`src/rtl/pc_branch_unit.sv`:
```
// Program-counter and branch-resolution stage for the single-cycle RV32I core.
// Resolves branch/JAL/JALR redirects, traps misaligned targets and counts retirement.
module pc_branch_unit #(
  parameter logic [31:0] RESET_PC    = 32'h0000_0000,
  parameter logic [31:0] TRAP_VECTOR = 32'h0000_0100
) (
  input  logic        clk,
  input  logic        rst_n,
  input  logic        stall,
  input  logic        branch,
  input  logic        jump,
  input  logic        jalr,
  input  logic [2:0]  funct3,
  input  logic [31:0] imm_ext,
  input  logic [31:0] alu_result,
  input  logic        Z,
  input  logic        N,
  input  logic        V,
  input  logic        C,
  input  logic        trap_clear,
  output logic [31:0] pc,
  output logic [31:0] pc_plus4,
  output logic [31:0] pc_target,
  output logic        taken,
  output logic        trap,
  output logic [31:0] trap_addr,
  output logic [31:0] instr_count,
  output logic [31:0] branch_count
);

  typedef enum logic [1:0] {
    ST_RUN  = 2'd0,
    ST_TRAP = 2'd1,
    ST_HALT = 2'd2
  } state_e;

  state_e      state_q, state_d;
  logic [31:0] pc_q, pc_d;
  logic [31:0] trap_addr_q, trap_addr_d;
  logic [31:0] instr_count_q, instr_count_d;
  logic [31:0] branch_count_q, branch_count_d;
  logic        trap_q, trap_d;

  logic        cond_s;
  logic        taken_s;
  logic        misaligned_s;
  logic [31:0] pc_plus4_s;
  logic [31:0] pc_rel_s;
  logic [31:0] pc_target_s;
  logic [31:0] pc_adv_s;
  logic [31:0] branch_inc_s;

  // Branch condition decode from the ALU flags of rs1 - rs2
  always_comb begin
    cond_s = 1'b0;
    case (funct3)
      3'b000:  cond_s = Z;
      3'b001:  cond_s = ~Z;
      3'b100:  cond_s = N ^ V;
      3'b101:  cond_s = ~(N ^ V);
      3'b110:  cond_s = ~C;
      3'b111:  cond_s = C;
      default: cond_s = 1'b0;
    endcase
  end

  // Redirect target selection, JALR has priority over JAL over branches
  always_comb begin
    pc_plus4_s  = pc_q + 32'd4;
    pc_rel_s    = pc_q + imm_ext;
    pc_target_s = pc_rel_s;
    taken_s     = 1'b0;
    if (jalr) begin
      pc_target_s = alu_result & ~32'h0000_0001;
      taken_s     = 1'b1;
    end else if (jump) begin
      taken_s = 1'b1;
    end else if (branch) begin
      taken_s = cond_s;
    end else begin
      taken_s = 1'b0;
    end
    misaligned_s = taken_s && (pc_target_s[1:0] != 2'b00);
    pc_adv_s     = taken_s ? pc_target_s : pc_plus4_s;
    branch_inc_s = taken_s ? 32'd1 : 32'd0;
  end

  // Next-state and next-value logic for PC, trap FSM and counters
  always_comb begin
    state_d        = state_q;
    pc_d           = pc_q;
    trap_addr_d    = trap_addr_q;
    branch_count_d = branch_count_q;
    case (state_q)
      ST_RUN: begin
        if (stall) begin
          state_d = ST_RUN;
        end else if (misaligned_s) begin
          pc_d        = TRAP_VECTOR;
          trap_addr_d = pc_target_s;
          state_d     = ST_TRAP;
        end else begin
          pc_d           = pc_adv_s;
          branch_count_d = branch_count_q + branch_inc_s;
        end
      end
      ST_TRAP: begin
        // The handler acknowledge is honoured even while the pipeline is stalled
        if (stall) begin
          if (trap_clear) begin
            state_d = ST_RUN;
          end else begin
            state_d = ST_TRAP;
          end
        end else if (misaligned_s) begin
          trap_addr_d = pc_target_s;
          if (trap_clear) begin
            pc_d    = TRAP_VECTOR;
            state_d = ST_TRAP;
          end else begin
            state_d = ST_HALT;
          end
        end else begin
          pc_d           = pc_adv_s;
          branch_count_d = branch_count_q + branch_inc_s;
          if (trap_clear) begin
            state_d = ST_RUN;
          end else begin
            state_d = ST_TRAP;
          end
        end
      end
      ST_HALT: begin
        state_d = ST_HALT;
      end
      default: begin
        state_d = ST_HALT;
      end
    endcase

    if (!stall && (state_q != ST_HALT)) begin
      instr_count_d = instr_count_q + 32'd1;
    end else begin
      instr_count_d = instr_count_q;
    end
    trap_d = (state_d != ST_RUN);
  end

  // State and output registers
  always_ff @(posedge clk or negedge rst_n) begin
    if (!rst_n) begin
      state_q        <= ST_RUN;
      pc_q           <= RESET_PC;
      trap_q         <= 1'b0;
      trap_addr_q    <= 32'h0000_0000;
      instr_count_q  <= 32'h0000_0000;
      branch_count_q <= 32'h0000_0000;
    end else begin
      state_q        <= state_d;
      pc_q           <= pc_d;
      trap_q         <= trap_d;
      trap_addr_q    <= trap_addr_d;
      instr_count_q  <= instr_count_d;
      branch_count_q <= branch_count_d;
    end
  end

  assign pc           = pc_q;
  assign pc_plus4     = pc_plus4_s;
  assign pc_target    = pc_target_s;
  assign taken        = taken_s;
  assign trap         = trap_q;
  assign trap_addr    = trap_addr_q;
  assign instr_count  = instr_count_q;
  assign branch_count = branch_count_q;

endmodule
```
`config.mk`:
```
export PLATFORM = sky130hd
export DESIGN_NAME = pc_branch_unit
export DESIGN_NICKNAME = d
export VERILOG_FILES = /design/src/rtl/pc_branch_unit.sv
export SDC_FILE = /design/constraint.sdc
export NUM_CORES = 1
export LEC_CHECK = 0
export CAP_MARGIN = 25
export CORE_MARGIN = 2
export CORE_UTILIZATION = 30
export DETAILED_ROUTE_END_ITERATION = 16
export GPL_ROUTABILITY_DRIVEN = 0
export PLACE_DENSITY_LB_ADDON = 0.05
export SLEW_MARGIN = 10
export SYNTH_ARGS = -nofsm -noshare
export SYNTH_HDL_FRONTEND = slang
export SYNTH_SLANG_ARGS = --single-unit
```
`constraint.sdc`:
```
create_clock -name clk -period 5 [get_ports clk]
set_input_delay 1 -clock clk [delete_from_list [all_inputs] [get_ports clk]]
set_output_delay 1 -clock clk [all_outputs]
set_load 0.02 [all_outputs]
```
; Word-level counts from Yosys, hierarchy flattened
; Cells that the tools add are included.
[op_classes]
eq_ne = 10
n_reduce_logical = 12
add_sub_neg = 4
mux = 20
n_bitwise = 6
[ops]
columns = op, count
row1 = 2-to-1 mux 32 bit, 7
row2 = one-hot mux 32 bit (2 select lines), 1
row3 = adder 32 x 1 -> 32 bit, 1
row4 = adder 32 x 1 -> 32 bit (second input constant), 1
row5 = adder 32 x 3 -> 32 bit (second input constant), 1
row6 = adder 32 bit, 1
row7 = == test 3 bit (second input constant), 4
row8 = 2-to-1 mux 2 bit, 5
row9 = inequality test 2 bit (second input constant), 3
row10 = one-hot mux 1 bit (6 select lines), 1
row11 = AND reduction 3 bit, 2
row12 = nonzero test 2 bit, 3
row13 = 2-to-1 mux 1 bit, 5
row14 = inverter 1 bit, 5
row15 = one-hot mux 2 bit (2 select lines), 1
row16 = AND reduction 4 bit, 1
row17 = == test 3 x 1 -> 1 bit (second input constant), 1
row18 = zero test 3 bit, 1
row19 = inequality test 3 bit (second input constant), 1
row20 = == test 2 x 1 -> 1 bit (second input constant), 1
row21 = logical AND 1 bit, 2
row22 = zero test 2 bit, 1
row23 = OR reduction 2 bit, 1
row24 = zero test 1 bit, 1
row25 = bitwise XOR 1 bit, 1
[totals]
word_cells = 58
ff_bits = 131
output_inout_bits = 194
input_bits = 78

; Longest topological paths before layout
; Gate-level depths: netlist of run 1.
[logic_depth]
ltp_word = 11
depth_mapped = 15
ltp_nobuf = 14

; Least setup slack after synthesis of run 1
; OpenSTA, ideal clock, no wires.
[synth_timing]
kind = input-to-output
from = input imm_ext[3]
to = output pc_target[27]
arrival_ns = 3.422
path_stages = 9
slack_ns = 0.578
required_ns = 4.000
cell_sequence = ha_1 -> nand3_1 -> and2_4 -> a211o_1 -> a2111o_1 -> a21oi_4 -> nor4_1 -> a311o_2 -> o21ai_0
[synth_via]
elab_chain_len = 2
[synth_rtl]
columns = item, line_no
row1 = "start, declared", 14  ; input logic [31:0] imm_ext,
row2 = adder 32 bit, 70  ; pc_rel_s = pc_q + imm_ext;
row3 = 2-to-1 mux 32 bit, 73  ; if (jalr) begin
row4 = "end, declared", 23  ; output logic [31:0] pc_target,
; Every way passes these cells.

; Final worst setup path of run 1
[layout_timing]
from = input imm_ext[0]
to = output pc_target[20]
; The elaborated chain is that of the path after synthesis.

==> out/qor.yml, run 1 <==
wl_um: 34600
path_cells: "dlygate4sd2_1 -> ha_2 -> fa_2 -> a21oi_4 -> o211ai_1 -> a221oi_2 -> buf_4 -> o31ai_2 -> buf_4 -> xor2_1 -> mux2i_1 -> buf_4 -> inv_1 -> dlygate4sd2_1"
ctsHoldBuffers: 0
avgSynthCellArea_um2: 8.87
cts_made_buffers: 17
drt_iter0_markers: 529
final_nets: 1466
clk_latency_ps: 430
h-tree-depth: 4
async_reset_ff_share_pct: 100
rr_worst_depth: 12
rows: 62
hold_depth: 1
cp-start-kind: "input port"
r2r_slack_ps: 1700
synth_edf_count: 0
fmax_ghz: 0.206
start_util_pct: 30.4
period_share_pct: 97.1
layout_common_cells: "clkdlybuf4s50_1, nand2_1, dfrtp_1"
path_class: "input port to primary output"
stdcell_area_um2: 13400
setup_slack_ps: 145
yosys.area.top_type_share_pct: 37.7
hold_class: "flip-flop to flip-flop"
critical_path.max_fanout: 4
synthTopCellsByArea: "dfrtp_1, xnor2_1, nand2_1, ha_1, a21oi_1"
setup_violations: 0
p_per_area_nw_per_um2: 599
whs_endpoint: "branch_count[31]"
worstMarginPinSlew_ps: 971
placed_cell_area_um2: 12600
r2r_end: "pc[26]"
viasPerCell: 5.10
grt_usage_pct: 22.7
relSlewSlack_pct: 35.0
cts_root_buf: "clkbuf_16"
synth_seq_cells: 131
skew_ps: 13.0
crit_top_cell: "buf_4"
drc: 0
vdd.ir_drop.worst_mv: 0.228
synth.largest_area_cell: "dfrtp_1"
crit_start: "imm_ext[0]"
overflow: 0
syn_area_um2: 8700
wl_per_cell_um: 19.8
place_ws_ps: -541
status: "finished clean"
fin_util_pct: 46.8
cts_tree: "done"
grt_max_degree: 64
die_h_um: 174
die_w_um: 174
drive_above_1_share_pct: 15.2
synth_top_flop_cell: "dfrtp_1"
yosysSeqAreaShare_pct: 37.7
required_ps: 4000
clk_pin_slew_worst_paths_ps: 70
grt_pass1_wl_um: 53200
cp_top_family: "buffers and inverters"
clk_path_buf_depth: 2
min_period_ps: 4860
drt.antenna.violating_nets: 0
coreArea_um2: 28600
hold_ws_ps: 478
ios: 272
fill_cells: 2790
first_global_vias: 8870
synthCells: 981
final-hold-violation-count: 0
synth_nets: 1096
io_buffers: 270
yosys_warnings: 0
num_vias: 8914
r2r_start: "pc[0]"
cpMaxStageDelayCell: "fa_2"
critical-path-max-stage-delay_ps: 370
rsz0062_at_grt: "no"
finalPower_mw: 8.03
antenna_found_initial: 1
synth_cell_types: 74
leakagePower_nw: 5.86
dpl.hpwl_um: 26400
layout.cells.most_common: "clkdlybuf4s50_1"
cp.arrival_ps: 3860
cap_viol_max_count: 0
dieArea_um2: 30400
drt_first_pass_iters: 4
clkSinkCount: 131
cp-end-kind: "primary output"
slew_violations: 0
crit_buf_inv: 6
area_growth_syn_to_layout_pct: 53.9
worstHoldStart: "branch_count[31]"
[registers in the layout (all words and copies together), names as in the netlist]
name	cells
pc	32
instr_count	32
state_q	2
trap_addr	32
trap	1
branch_count	32
[power breakdown]
| part | switching [mW] | total (mW) | internal (mW) |
|---|---|---|---|
| sequential | 0.340 | 1.69 | 1.35 |
| combinational | 2.64 | 4.97 | 2.33 |
| clock | 0.562 | 1.37 | 0.805 |
| total | 3.54 | 8.03 | 4.49 |
[synthesized netlist by cell type, drive strengths merged, types with 7 or more instances]
library cell and number:
nand2 134, dfrtp 131, xnor2 79, nor2 64, a21oi 61, o21ai 47, nand3 43, ha 36
nand4 34, xor2 34, inv 30, clkbuf 29, and3 25, and4 18, nor3 18, a21o 17
mux2 15, and2 10, buf 10, a221oi 9, a31oi 9, mux2i 8, nand2b 8, o211ai 8
o21bai 8, o31ai 8, a211oi 7
[cells by family (layout without fill, tap and decap cells)]
logic type,Yosys count,after routing,synth area share (%)
simple gates,377,377,21.4
other cells,0,1,0
xor+xnor,113,113,11.4
buf+inv,70,453,3.16
compound gates,230,230,18.2
flops,131,131,37.7
mux,23,23,2.86
fa+ha+maj,37,37,5.40
[what timing repair did]
| action | in CTS | in global routing |
|---|---|---|
| pin swaps | 19 | 9 |
| resized for setup | 54 | 13 |
| endpoints found under the setup margin | 17 | 11 |
| setup buffers | 5 | 1 |
[per-layer routing]
metal | vias to the layer above | routed length [um] | GRT usage, %
li1 | 4305 | - | -
met1 | 4319 | 16000 | 30.9
met2 | 252 | 15400 | 35.4
met3 | 38 | 2410 | 6.01
met4 | 0 | 717 | 6.58
met5 | - | 0 | 0
[metrics by stage]
step / TNS [ps] / instances
5_1_grt: 0 / 1749
4_1_cts: 0 / 1747
3_5_place_dp: -5560 / 1710
3_3_place_gp: -5810 / 1710
6_report: 0 / 1749
2_1_floorplan: 0 / 981
[worst reg2reg max path: stages, from the launching register on]
cell	delay, ps
dfrtp_1	410
ha_2	220
fa_2	240
a21oi_4	70
o211ai_1	360
a221oi_2	110
buf_4	180
o41a_1	440
a2111oi_0	590
a311oi_2	90
buf_4	170
a221oi_1	230
nor2_1	70
[cell type report]
cell class | instances | area, um2 | share of cell area [%]
Multi-Input combinational cell | 780 | 5300 | 39.6
Timing Repair Buffer | 390 | 3600 | 26.9
Sequential cell | 131 | 3280 | 24.5
Tap cell | 384 | 480 | 3.59
Clock buffer | 18 | 429 | 3.20
Clock inverter | 14 | 191 | 1.43
Inverter | 31 | 116 | 0.868
Antenna cell | 1 | 2.50 | 0.0187
[how the worst max path moves through the flow]
stage,end,slack (ps),cells after the start
2_1_floorplan,pc_target[27],580,9
3_3_place_gp,pc_target[28],-570,14
3_5_place_dp,pc_target[28],-540,14
4_1_cts,pc_target[30],4,12
5_1_grt,pc_target[26],20,10
6_report,pc_target[20],140,14
(Power assumes the default switching activity.)
==> run 2: changes to the inputs <==
--- a/config.mk
+++ b/config.mk
@@ -11,7 +11,6 @@
 export DETAILED_ROUTE_END_ITERATION = 16
 export GPL_ROUTABILITY_DRIVEN = 0
 export PLACE_DENSITY_LB_ADDON = 0.05
-export SLEW_MARGIN = 10
 export SYNTH_ARGS = -nofsm -noshare
 export SYNTH_HDL_FRONTEND = slang
 export SYNTH_SLANG_ARGS = --single-unit
==> constraint.sdc (replaced) <==
create_clock -name clk -period 5 [get_ports clk]
set_input_delay 1.25 -clock clk [delete_from_list [all_inputs] [get_ports clk]]
set_output_delay 1.25 -clock clk [all_outputs]
set_load 0.02 [all_outputs]
==> out/qor.yml, run 2 (synthesis results as in run 1) <==
status: "finished, violations left"
violations: "negative setup slack"
period_share_pct: 103  # +5.8 points
grt_usage_pct: 23.4  # +0.70 points
ctsHoldBuffers: 0  # unchanged
layout.cells.most_common: "clkdlybuf4s50_1"
cp.depth: 14  # unchanged
cellInternalPower_mw: 4.78  # +6.4%
cpMaxStageDelayCell: "o211ai_1"
vdd.ir_drop.worst_mv: 0.197  # -14%
worstMarginPinSlew_ps: 931  # -40.1 ps
rows: 62  # unchanged
skew_ps: 19.9  # +6.96 ps
coreArea_um2: 28600  # unchanged
rsz0062_at_grt: "yes"
cp_top_family: "compound AO/OA/AOI/OAI gates"
clkSinkCount: 131  # unchanged
grt_pass1_wl_um: 54600  # +2.7%
antenna_found_initial: 1  # unchanged
die_w_um: 174  # unchanged
setup_violations: 6  # +6
stdcell_area_um2: 14200  # +5.7%
met2_length_um: 16000  # +3.7%
wl_per_cell_um: 19.8  # +0.18%
setup_slack_ps: -146  # -290 ps
critical-path-max-stage-delay_ps: 450  # +80 ps
final.setup.tns_ps: -279  # -279 ps
die_h_um: 174  # unchanged
overflow: 0  # unchanged
cp.arrival_ps: 3900  # +40 ps
start_util_pct: 30.4  # unchanged
min_period_ps: 5150  # +290 ps
drc: 0  # unchanged
num_vias: 9229  # +3.5%
crit_buf_inv: 4  # -2
cts_tree: "done"
required_ps: 3750  # -250 ps
hold_class: "flip-flop to flip-flop"
dieArea_um2: 30400  # unchanged
ios: 272  # unchanged
m1WireLength_um: 16800  # +4.8%
cts_root_buf: "clkbuf_16"
first_global_vias: 9178  # +3.5%
seqPwrFrac_pct: 19.3  # -1.8 points
viasPerCell: 5.08  # -0.29%
wl_um: 36000  # +4.0%
hold_depth: 1  # unchanged
fill_cells: 2740  # -1.8%
leakagePower_nw: 6.23  # +6.2%
drt_first_pass_iters: 5  # +1
p_sw_share_pct: 44.6  # +0.57 points
critical_path.max_fanout: 3  # -1
path_class: "input port to primary output"
switchingPower_mw: 3.85  # +8.9%
dr_wl_met3_um: 2290  # -4.9%
cp-start-kind: "input port"
final_nets: 1534  # +4.6%
fmax_ghz: 0.194  # -5.6%
cts_made_buffers: 17  # unchanged
dpl.hpwl_um: 27600  # +4.3%
p_per_area_nw_per_um2: 609  # +1.7%
diodes: 0  # -1
slew_violations: 0  # unchanged
layout_common_cells: "clkdlybuf4s50_1, buf_4, nand2_1, dfrtp_1, xnor2_1"
h-tree-depth: 4  # unchanged
grt_max_degree: 82  # +28%
highest_layer: "met4"
io_buffers: 270  # unchanged
drt_iter0_markers: 535  # +1.1%
final-hold-violation-count: 0  # unchanged
drive_above_1_share_pct: 23.4  # +8.1 points
relSlewSlack_pct: 37.7  # +2.7 points
clk_pin_slew_worst_paths_ps: 70  # about the same
clk_path_buf_depth: 2  # unchanged
rr_worst_depth: 13  # +1
placed_cell_area_um2: 13000  # +3.1%
area_growth_syn_to_layout_pct: 62.7
cap_viol_max_count: 0  # unchanged
pwr-share-clk_pct: 14.7  # -2.3 points
drt.antenna.violating_nets: 0  # unchanged
fin_util_pct: 49.5  # +2.7 points
pwr-share-comb_pct: 66.0  # +4.1 points
cp-end-kind: "primary output"
clk_latency_ps: 440  # about the same
path_cells: "buf_6 -> ha_4 -> fa_2 -> a21oi_2 -> o211ai_1 -> a221oi_4 -> buf_6 -> o41a_1 -> a21o_1 -> o41ai_4 -> buf_4 -> xnor2_2 -> o21ai_1 -> buf_4"
[run 2: changes by cell type in the layout (fill, tap and decap cells not counted), sizes merged, moves of 2 or more]
cell and change:
inv +3, clkbuf +3, dlygate4sd2 -8, bufinv -3, clkinv +2, clkdlybuf4s50 -9
buf +81
[run 2: per-stage QoR]
step	std cells	hold WS (ps)	power, mW	setup WS (ps)
final	1816	467	8.63	-146
after global routing	1816	488	9.11	-195
after CTS	1806	475	8.36	-199
after detailed placement	1765	463	6.86	-1020
after global placement	1765	459	6.86	-987
after floorplan	981	459	4.10	77.9
[run 2: layout make-up]
cell class	count	area, um2	area share (%)
Clock buffer	17	425	3.00
Inverter	31	116	0.822
Clock inverter	15	151	1.07
Sequential cell	131	3280	23.1
Timing Repair Buffer	458	4080	28.8
Multi-Input combinational cell	780	5630	39.7
Tap cell	384	480	3.39
[run 2: metal layers]
layer,up-vias,GRT usage [%]
met5,-,0
met4,0,7.18
met3,40,5.31
met2,284,36.3
met1,4450,32.4
li1,4455,-
[run 2: timing repair]
item / in CTS / in global routing
resized for setup: 149 / 61
setup buffers: 12 / 12
gates cloned: 0 / 0
setup endpoints to repair: 27 / 18
pin swaps: 44 / 41
[run 2: final timing paths]
check                                       from          endpoint  slack [ps]
worst max-delay path                  imm_ext[0]     pc_target[30]        -150
worst min-delay path            branch_count[31]  branch_count[31]         470
worst max register to register             pc[0]            pc[26]        1750
worst min register to register  branch_count[31]  branch_count[31]         470
max in group asynchronous                  rst_n   instr_count[28]        3200
min in group asynchronous                  rst_n  branch_count[24]         870
[run 2: power by group through the flow]
stage	Sequential (mW)	Combinational, mW	Clock [mW]
after floorplan	2.01	2.09	0
after global placement	1.65	5.21	0
after detailed placement	1.66	5.20	0
after CTS	1.66	5.40	1.30
after global routing	1.71	6.05	1.35
final	1.67	5.69	1.27
